[config.mk]
export PLATFORM = sky130hd
export DESIGN_NAME = trig_encoder_q
export DESIGN_NICKNAME = d
export VERILOG_FILES = /design/src/rtl/trig_encoder_q.sv
export SDC_FILE = /design/constraint.sdc
export NUM_CORES = 1
export LEC_CHECK = 0
export BUFFER_PORTS_ARGS = -buffer_cell sky130_fd_sc_hd__buf_2
export CORE_ASPECT_RATIO = 2
export CORE_MARGIN = 10
export CORE_UTILIZATION = 57
export CTS_BUF_LIST = sky130_fd_sc_hd__clkbuf_8
export CTS_CLUSTER_SIZE = 12
export DETAILED_ROUTE_END_ITERATION = 16
export PLACE_DENSITY_LB_ADDON = 0.12
export SLEW_MARGIN = 20
export SYNTH_ARGS = -nofsm -noshare
export SYNTH_HDL_FRONTEND = slang
export SYNTH_SLANG_ARGS = --single-unit
[constraint.sdc]
create_clock -name CLK -period 3.9 [get_ports CLK]
set_input_delay 0.39 -clock CLK [delete_from_list [all_inputs] [get_ports CLK]]
set_output_delay 0.39 -clock CLK [all_outputs]
set_load 0.01 [all_outputs]
[src/rtl/trig_encoder_q.sv]
// trig_encoder_q
//   Registered, queued 3-bit trigger encoder for NCH CFEB channels.
//   Each cycle every channel's {RESYNC_RST, L1A_MATCH[i], L1ACFEB, PRE_LCT_OUT[i]}
//   is mapped to a 3-bit code. Non-zero codes are queued per channel and
//   replayed onto ENC_BIT2..0 with a HOLD-cycle minimum pulse followed by a
//   GAP-cycle idle gap, so back-to-back events are neither lost nor merged.
//   When ENCODE is low or DCFEB_IN_USE is high the block is a registered
//   pass-through of the legacy signals.
//
// Ports
//   CLK, RST_N       clock, asynchronous active-low reset
//   ENCODE           1 = encoded mode
//   DCFEB_IN_USE     1 = DCFEB legacy mode (overrides ENCODE)
//   RESYNC_RST       resync, common to all channels
//   L1ACFEB          L1A to CFEBs, common to all channels
//   PRE_LCT_OUT[NCH] per-channel pre-LCT
//   L1A_MATCH[NCH]   per-channel L1A match
//   CLR_OVF          synchronous clear of OVERFLOW
//   ENC_BIT0..2[NCH] registered code bits
//   BUSY[NCH]        code/gap in progress or codes queued
//   OVERFLOW[NCH]    sticky: a code was dropped on a full queue
module trig_encoder_q #(
    parameter int NCH   = 5,
    parameter int DEPTH = 4,
    parameter int HOLD  = 2,
    parameter int GAP   = 1
) (
    input  logic           CLK,
    input  logic           RST_N,
    input  logic           ENCODE,
    input  logic           DCFEB_IN_USE,
    input  logic           RESYNC_RST,
    input  logic           L1ACFEB,
    input  logic [NCH-1:0] PRE_LCT_OUT,
    input  logic [NCH-1:0] L1A_MATCH,
    input  logic           CLR_OVF,
    output logic [NCH-1:0] ENC_BIT0,
    output logic [NCH-1:0] ENC_BIT1,
    output logic [NCH-1:0] ENC_BIT2,
    output logic [NCH-1:0] BUSY,
    output logic [NCH-1:0] OVERFLOW
);

    localparam int MAXC = (HOLD > GAP) ? HOLD : GAP;
    localparam int CW   = $clog2(MAXC + 1);
    localparam int AW   = $clog2(DEPTH);
    localparam int FW   = AW + 1;

    localparam logic [CW-1:0] HOLD_C = CW'(HOLD);
    localparam logic [CW-1:0] GAP_C  = CW'(GAP);
    localparam logic [FW-1:0] FULL_C = FW'(DEPTH);

    typedef enum logic [1:0] {
        S_IDLE,
        S_SEND,
        S_GAP
    } state_t;

    logic enc_mode;
    assign enc_mode = ENCODE & ~DCFEB_IN_USE;

    for (genvar i = 0; i < NCH; i++) begin : g_ch
        state_t        state, state_nx;
        logic [CW-1:0] cnt, cnt_nx;
        logic [2:0]    cur, cur_nx;
        logic [2:0]    code;
        logic [2:0]    fifo [DEPTH];
        logic [AW-1:0] rd_ptr, wr_ptr;
        logic [FW-1:0] fcnt, fcnt_nx;
        logic          push, pop, flush, ovf_set;
        logic          done, may_bypass, bypass;
        logic [2:0]    lines;
        logic          busy_q, ovf_q;

        always_comb begin
            code = 3'd0;
            casez ({RESYNC_RST, L1A_MATCH[i], L1ACFEB, PRE_LCT_OUT[i]})
                4'b1???: code = 3'd7;
                4'b0001: code = 3'd1;
                4'b0011: code = 3'd2;
                4'b0111: code = 3'd3;
                4'b0010: code = 3'd4;
                4'b0110: code = 3'd5;
                default: code = 3'd0;
            endcase
        end

        always_comb begin
            state_nx   = state;
            cnt_nx     = cnt;
            cur_nx     = cur;
            push       = 1'b0;
            pop        = 1'b0;
            flush      = 1'b0;
            ovf_set    = 1'b0;
            done       = 1'b0;
            may_bypass = 1'b0;
            bypass     = 1'b0;
            if (!enc_mode) begin
                state_nx = S_IDLE;
                cnt_nx   = '0;
                cur_nx   = '0;
                flush    = 1'b1;
            end else if (RESYNC_RST) begin
                // Counter held at 0 while resync is high, so HOLD full
                // cycles of code 7 follow its falling edge.
                state_nx = S_SEND;
                cnt_nx   = '0;
                cur_nx   = 3'd7;
                flush    = 1'b1;
            end else begin
                case (state)
                    S_IDLE: begin
                        done       = 1'b1;
                        may_bypass = 1'b1;
                    end
                    S_SEND: begin
                        if (cnt >= HOLD_C) begin
                            if (GAP > 0) begin
                                state_nx = S_GAP;
                                cnt_nx   = CW'(1);
                            end else begin
                                done = 1'b1;
                            end
                        end else begin
                            cnt_nx = cnt + CW'(1);
                        end
                    end
                    S_GAP: begin
                        if (cnt >= GAP_C) done = 1'b1;
                        else              cnt_nx = cnt + CW'(1);
                    end
                    default: done = 1'b1;
                endcase

                // End of a hold/gap takes the idle decision in the same
                // cycle so a queued code follows the gap without a bubble.
                // Only a genuinely idle channel may bypass the queue.
                if (done) begin
                    if (fcnt != '0) begin
                        pop      = 1'b1;
                        state_nx = S_SEND;
                        cnt_nx   = CW'(1);
                        cur_nx   = fifo[rd_ptr];
                    end else if (may_bypass && code != 3'd0) begin
                        bypass   = 1'b1;
                        state_nx = S_SEND;
                        cnt_nx   = CW'(1);
                        cur_nx   = code;
                    end else begin
                        state_nx = S_IDLE;
                        cnt_nx   = '0;
                        cur_nx   = '0;
                    end
                end

                if (code != 3'd0 && !bypass) begin
                    if (fcnt == FULL_C && !pop) ovf_set = 1'b1;
                    else                        push    = 1'b1;
                end
            end
            fcnt_nx = flush ? '0 : fcnt + FW'(push) - FW'(pop);
        end

        always_ff @(posedge CLK) begin
            if (push) fifo[wr_ptr] <= code;
        end

        always_ff @(posedge CLK or negedge RST_N) begin
            if (!RST_N) begin
                state  <= S_IDLE;
                cnt    <= '0;
                cur    <= '0;
                rd_ptr <= '0;
                wr_ptr <= '0;
                fcnt   <= '0;
                lines  <= '0;
                busy_q <= 1'b0;
                ovf_q  <= 1'b0;
            end else begin
                state <= state_nx;
                cnt   <= cnt_nx;
                cur   <= cur_nx;
                fcnt  <= fcnt_nx;
                if (flush) begin
                    rd_ptr <= '0;
                    wr_ptr <= '0;
                end else begin
                    if (push) wr_ptr <= wr_ptr + AW'(1);
                    if (pop)  rd_ptr <= rd_ptr + AW'(1);
                end
                if (ovf_set)      ovf_q <= 1'b1;
                else if (CLR_OVF) ovf_q <= 1'b0;
                if (!enc_mode) begin
                    lines  <= {RESYNC_RST, L1ACFEB,
                               DCFEB_IN_USE ? L1A_MATCH[i] : PRE_LCT_OUT[i]};
                    busy_q <= 1'b0;
                end else begin
                    lines  <= (state_nx == S_SEND) ? cur_nx : 3'd0;
                    busy_q <= (state_nx != S_IDLE) || (fcnt_nx != '0);
                end
            end
        end

        assign ENC_BIT0[i] = lines[0];
        assign ENC_BIT1[i] = lines[1];
        assign ENC_BIT2[i] = lines[2];
        assign BUSY[i]     = busy_q;
        assign OVERFLOW[i] = ovf_q;
    end

endmodule

==> flow_summary.ini, run 1 <==
[outcome]
run_status = completed

[detailed_routing]
first_iter_violations = 321
routed_wl_um = 17850
ant_nets = 0
wl_per_cell_um = 18.79
drt_first_pass_iters = 5
viasPerCell = 5.754
vias = 5466
drc_errors = 0

[timing]
rsz0062_at_grt = false
timing.slew.headroom = 0.3594
finalWorstSetupSlack_ns = 0.1831
timing.hold.ws_ns = 0.08293
tightest_slew_ns = 0.9610
skew_ns = 0.01934
fin_crit_ns = 3.717
drv_slew = 0
final.setup.tns_ns = 0
finalHoldViolCount = 0
setup_violations = 0
final.period_utilization = 0.9531
max_freq_mhz = 269.0

[synthesis]
post-synth-top-area-cell = dfrtp_1
ys_types = 68
ys_async_sr_fraction = 0.6129
ys_seq_elements = 155
yosysMostFrequentCell = dfrtp_1
synth.area.top_cells = dfrtp_1, edfxtp_1, ha_1, mux4_2, nor2_1
syn_area_per_cell_um2 = 11.21
ys_warn_count = 0
yosysTopAreaCellShare = 0.2979
ys_top_cells_by_count = dfrtp_1, nor2_1, inv_1
yosysSeqAreaShare = 0.5237
synth_area_mm2 = 0.007980
synth_nets = 784
synth-edff-count = 60
synthCells = 712
yosys_most_used_dff = dfrtp_1

[clocking]
cts_tree = yes
clock-sinks = 155
cts_hold_buf = 0
ctsResizeCount = 0
clkLatencyLatePin_ns = 0.46
cts.clk_slew.worst_paths_ns = 0.09
htree_num_levels = 4
post_cts_buffers = 0
cts_buffers = 17
cts_root_buffer = clkbuf_8
cts_buffer_depth = 2

[flow_run]
drv_cap = 0

[critical_path]
worstPathMaxFanout = 4
critPathCaptureType = register
start_kind = register
arrival_ns = 4.05
crit_type = register to register
required_ns = 4.24
r2r.worst_path.cells = 16

[die]
die_w_um = 103.7
die_y_um = 187.3
rows = 61
initial_core_util = 0.5777
dieArea_mm2 = 0.01942
coreArea_mm2 = 0.01381
io_pins = 42

[cells_and_area]
finalCoreUtilization = 0.6285
layout.nets = 820
final_area_mm2 = 0.008682
drive_gt1_frac = 0.1472
fin_cells = 950
n_antenna_cell = 0
area_growth_pct = 8.796
fillers = 1164

[power]
report.power.total_mw = 3.157
p_leak_nw = 3.696
ir_worst_vdd_mv = 0.2383
power.density_mw_per_mm2 = 363.6

[place]
dpl-instance-area_mm2 = 0.008317
hpwl_um = 13160
place.gp.congestion = 0.8754
io_buffers = 41
place_inst = 918
dpl_worst_slack_ns = 0.2212

[global_route]
track_usage = 0.1884
antenna_found_initial = 0
grt_pass1_vias = 5945
grt_pass1_wl_um = 29380
globalRouteOverflowTotal = 0
grt_max_degree = 75

[min_path]
min_path_type = input pin to async pin
## final cells by class
cell class | count | area, um2 | share of cell area
Multi-Input combinational cell | 457 | 3363 | 0.3874
Clock inverter | 13 | 103.9 | 0.01196
Tap cell | 189 | 236.5 | 0.02724
Inverter | 64 | 240.2 | 0.02767
Sequential cell | 155 | 4179 | 0.4813
Timing Repair Buffer | 53 | 297.8 | 0.03430
Clock buffer | 19 | 261.5 | 0.03012
## worst paths after layout
check / from / endpoint / slack (ns)
worst min-delay path: RST_N / g_ch[3].wr_ptr[1] / 0.08
max in group asynchronous: RST_N / g_ch[2].fcnt[2] / 2.93
worst max-delay path: g_ch[3].state[0] / g_ch[3].busy_q / 0.18
worst max register to register: g_ch[3].state[0] / g_ch[3].busy_q / 0.18
min in group CLK: L1A_MATCH[3] / g_ch[3].lines[0] / 0.20
worst min register to register: g_ch[0].cur[1] / g_ch[0].cur[1] / 0.54
## critical path, stage by stage (launching register included)
cell and delay (ns):
dfrtp_1 0.39, inv_1 0.12, ha_1 0.23, mux2i_2 0.27, mux2_4 0.34, a211oi_4 0.27, inv_1 0.07, ha_1 0.26
inv_1 0.06, ha_1 0.13, inv_1 0.05, fa_1 0.36, xor2_1 0.16, xnor2_1 0.16, nor2_1 0.07, or3b_1 0.36
o41a_1 0.30
## cell usage in the layout (no fill, tap or decap), types with 4 or more instances in the layout
cell type / n
mux4_2: 15
nor2_1: 74
o2111ai_1: 6
inv_6: 6
xor2_1: 8
dfrtp_1: 95
buf_4: 13
inv_1: 63
ha_1: 50
fa_1: 5
xnor2_1: 12
o21ai_0: 18
nand3b_1: 6
o22ai_1: 7
nand2b_1: 8
and2_1: 26
mux2i_1: 10
o21ai_1: 5
nor3_1: 11
nand3_1: 11
or3_1: 9
clkbuf_8: 19
edfxtp_1: 60
nand2_1: 51
buf_2: 40
a21oi_1: 26
and3_1: 10
a211oi_1: 7
nor2b_1: 15
o211ai_1: 5
a31oi_1: 4
o31ai_1: 8
## report_power, final
| part | internal, mW | total [mW] | switching (mW) | leakage [nW] |
|---|---|---|---|---|
| sequential | 1.73 | 1.75 | 0.0165 | 1.81 |
| combinational | 0.0903 | 0.275 | 0.185 | 1.70 |
| clock | 0.489 | 1.14 | 0.647 | 0.189 |
| total | 2.31 | 3.16 | 0.848 | 3.70 |
## registers in the layout (all words and copies together), names as in the netlist
register and flops:
g_ch.ovf_q 5, g_ch.fcnt 15, g_ch.rd_ptr 10, g_ch.lines 15
g_ch.cnt 10, g_ch.busy_q 5, g_ch.cur 15, g_ch.wr_ptr 10
g_ch.fifo 60, g_ch.state 10
## logic make-up after synthesis
| family | after synthesis | synth area share |
|---|---|---|
| flops | 155 | 0.5237 |
| buf+inv | 100 | 0.05488 |
| simple gates | 242 | 0.1521 |
| fa+ha+maj | 55 | 0.09094 |
| xor+xnor | 20 | 0.02195 |
| mux | 30 | 0.06271 |
| compound gates | 110 | 0.09376 |
## metal layers
layer / global-route usage / part of all wire / vias to the layer above
met5: 0 / 0 / -
met4: 0.09150 / 0.036 / 0
met3: 0.03761 / 0.041 / 39
met2: 0.3449 / 0.54 / 161
met1: 0.1994 / 0.38 / 2726
li1: - / - / 2540
Power figures use the tool's default switching activity.
==> inputs of run 2 (changes only) <==
--- a/config.mk
+++ b/config.mk
@@ -8,7 +8,7 @@
 export BUFFER_PORTS_ARGS = -buffer_cell sky130_fd_sc_hd__buf_2
 export CORE_ASPECT_RATIO = 2
 export CORE_MARGIN = 10
-export CORE_UTILIZATION = 57
+export CORE_UTILIZATION = 69
 export CTS_BUF_LIST = sky130_fd_sc_hd__clkbuf_8
 export CTS_CLUSTER_SIZE = 12
 export DETAILED_ROUTE_END_ITERATION = 16
==> constraint.sdc (replaced) <==
create_clock -name CLK -period 4.65 [get_ports CLK]
set_input_delay 0.465 -clock CLK [delete_from_list [all_inputs] [get_ports CLK]]
set_output_delay 0.465 -clock CLK [all_outputs]
set_load 0.01 [all_outputs]
==> flow_summary.ini, run 2 (synthesized netlist as in run 1, its figures left out) <==
[timing]
timing.slew.headroom = 0.5022
max_freq_mhz = 239.3
skew_ns = 0.009894
finalWorstSetupSlack_ns = 0.4715
tightest_slew_ns = 0.7404
rsz0062_at_grt = false
timing.hold.ws_ns = 0.04022
setup_violations = 0
fin_crit_ns = 4.178
finalHoldViolCount = 0
final.setup.tns_ns = 0
final.period_utilization = 0.8986
drv_slew = 0

[place]
place_inst = 865
dpl-instance-area_mm2 = 0.008213
io_buffers = 41
hpwl_um = 12900
place.gp.congestion = 0.8977
dpl_worst_slack_ns = 0.5348

[die]
die_y_um = 172.1
dieArea_mm2 = 0.01653
rows = 55
initial_core_util = 0.7028
coreArea_mm2 = 0.01135
io_pins = 42
die_w_um = 96.05

[detailed_routing]
wl_per_cell_um = 19.67
vias = 5570
dr.max_layer_used = met4
drc_errors = 0
drt_first_pass_iters = 5
wl_met3_um = 1106
met1_length_um = 6163
ant_nets = 0
dr_wl_met2_um = 9474
first_iter_violations = 379
viasPerCell = 6.210
routed_wl_um = 17650

[outcome]
run_status = completed

[critical_path]
arrival_ns = 4.50
worstReg2RegStart = g_ch[3].state[0]
slowest_delay_ns = 0.46
critPathLaunch = g_ch[3].state[0]
crit_chain = inv_1 -> ha_1 -> mux2i_2 -> mux2_4 -> a211oi_4 -> inv_1 -> ha_1 -> inv_1 -> ha_1 -> inv_1 -> fa_1 -> xor2_1 -> xnor2_1 -> nor2_1 -> or3b_1 -> o41a_1
crit_buf_inv = 4
critPathMostFrequentCell = inv_1
worstPathMaxFanout = 7
crit_family = adder cells
crit_type = register to register
required_ns = 4.98
start_kind = register
crit_slowest_cell = mux2i_2
critPathCaptureType = register

[flow_run]
drv_cap = 0

[cells_and_area]
fillers = 747
layout.nets = 814
regMostFlops = g_ch.fifo
final_area_mm2 = 0.008637
layout_commonest_cell = dfrtp_1
drive_gt1_frac = 0.1364
area_growth_pct = 8.231
n_antenna_cell = 0
finalCoreUtilization = 0.7607
fin_cells = 897
final_cell_mix = dfrtp_1, nor2_1, inv_1
largest_reg_flops = 60

[clocking]
clock-sinks = 155
ctsResizeCount = 0
cts_tree = yes
cts_hold_buf = 0
cts_root_buffer = clkbuf_8
htree_num_levels = 4
cts_buffer_depth = 2
cts_buffers = 17
cts.clk_slew.worst_paths_ns = 0.08
clkLatencyLatePin_ns = 0.44
post_cts_buffers = 0

[global_route]
grt_pass1_vias = 5970
antenna_found_initial = 0
track_usage = 0.2298
grt_max_degree = 49
grt_pass1_wl_um = 29390
globalRouteOverflowTotal = 0

[power]
p_leak_nw = 3.699
report.power.total_mw = 2.772
ir_worst_vdd_mv = 0.2713
power.density_mw_per_mm2 = 321.0

[min_path]
min_path_type = input pin to async pin
[run 2: cell types whose count changed in the layout (fill, tap and decap cells not counted)]
cell,before,now
inv_4,2,0
clkinv_4,3,0
buf_4,13,7
bufinv_16,0,4
clkinv_1,0,1
inv_1,63,65
clkinv_2,1,4
clkbuf_8,19,18
inv_6,6,2
[run 2: worst paths after layout]
check	slack [ns]	to	depth (start not counted)
hold reg to reg	0.53	g_ch[0].ovf_q	2
max in group asynchronous	3.53	g_ch[2].rd_ptr[0]	2
hold / removal	0.04	g_ch[3].rd_ptr[1]	1
min in group CLK	0.30	g_ch[0].lines[0]	3
setup reg to reg	0.47	g_ch[3].busy_q	16
setup / recovery	0.47	g_ch[3].busy_q	16
[run 2: layer usage]
layer  vias to the layer above  global-route usage
met5                         -                   0
met4                         0              0.1354
met3                        63             0.04299
met2                       229              0.3946
met1                      2751              0.2535
li1                       2527                   -
[run 2: cell type report]
cell class / instances / area [um2] / share of cell area
flip-flops and latches: 155 / 4179 / 0.4838
multi-input cells: 457 / 3363 / 0.3894
repair buffers: 47 / 252.7 / 0.02926
clock buffers: 18 / 247.7 / 0.02868
inverters: 64 / 240.2 / 0.02781
well taps: 142 / 177.7 / 0.02057
clock inverters: 14 / 176.4 / 0.02043
[run 2: worst reg2reg max path, cell delays in order (launching register included)]
cell	delay, ns
dfrtp_1	0.39
inv_1	0.12
ha_1	0.35
mux2i_2	0.46
mux2_4	0.36
a211oi_4	0.38
inv_1	0.09
ha_1	0.27
inv_1	0.05
ha_1	0.12
inv_1	0.04
fa_1	0.38
xor2_1	0.20
xnor2_1	0.14
nor2_1	0.07
or3b_1	0.35
o41a_1	0.30
[run 2: power breakdown]
part	internal [mW]	total (mW)	switching (mW)
Combinational	0.0736	0.229	0.156
Clock	0.593	1.08	0.484
Sequential	1.45	1.47	0.0146
Total	2.12	2.77	0.654
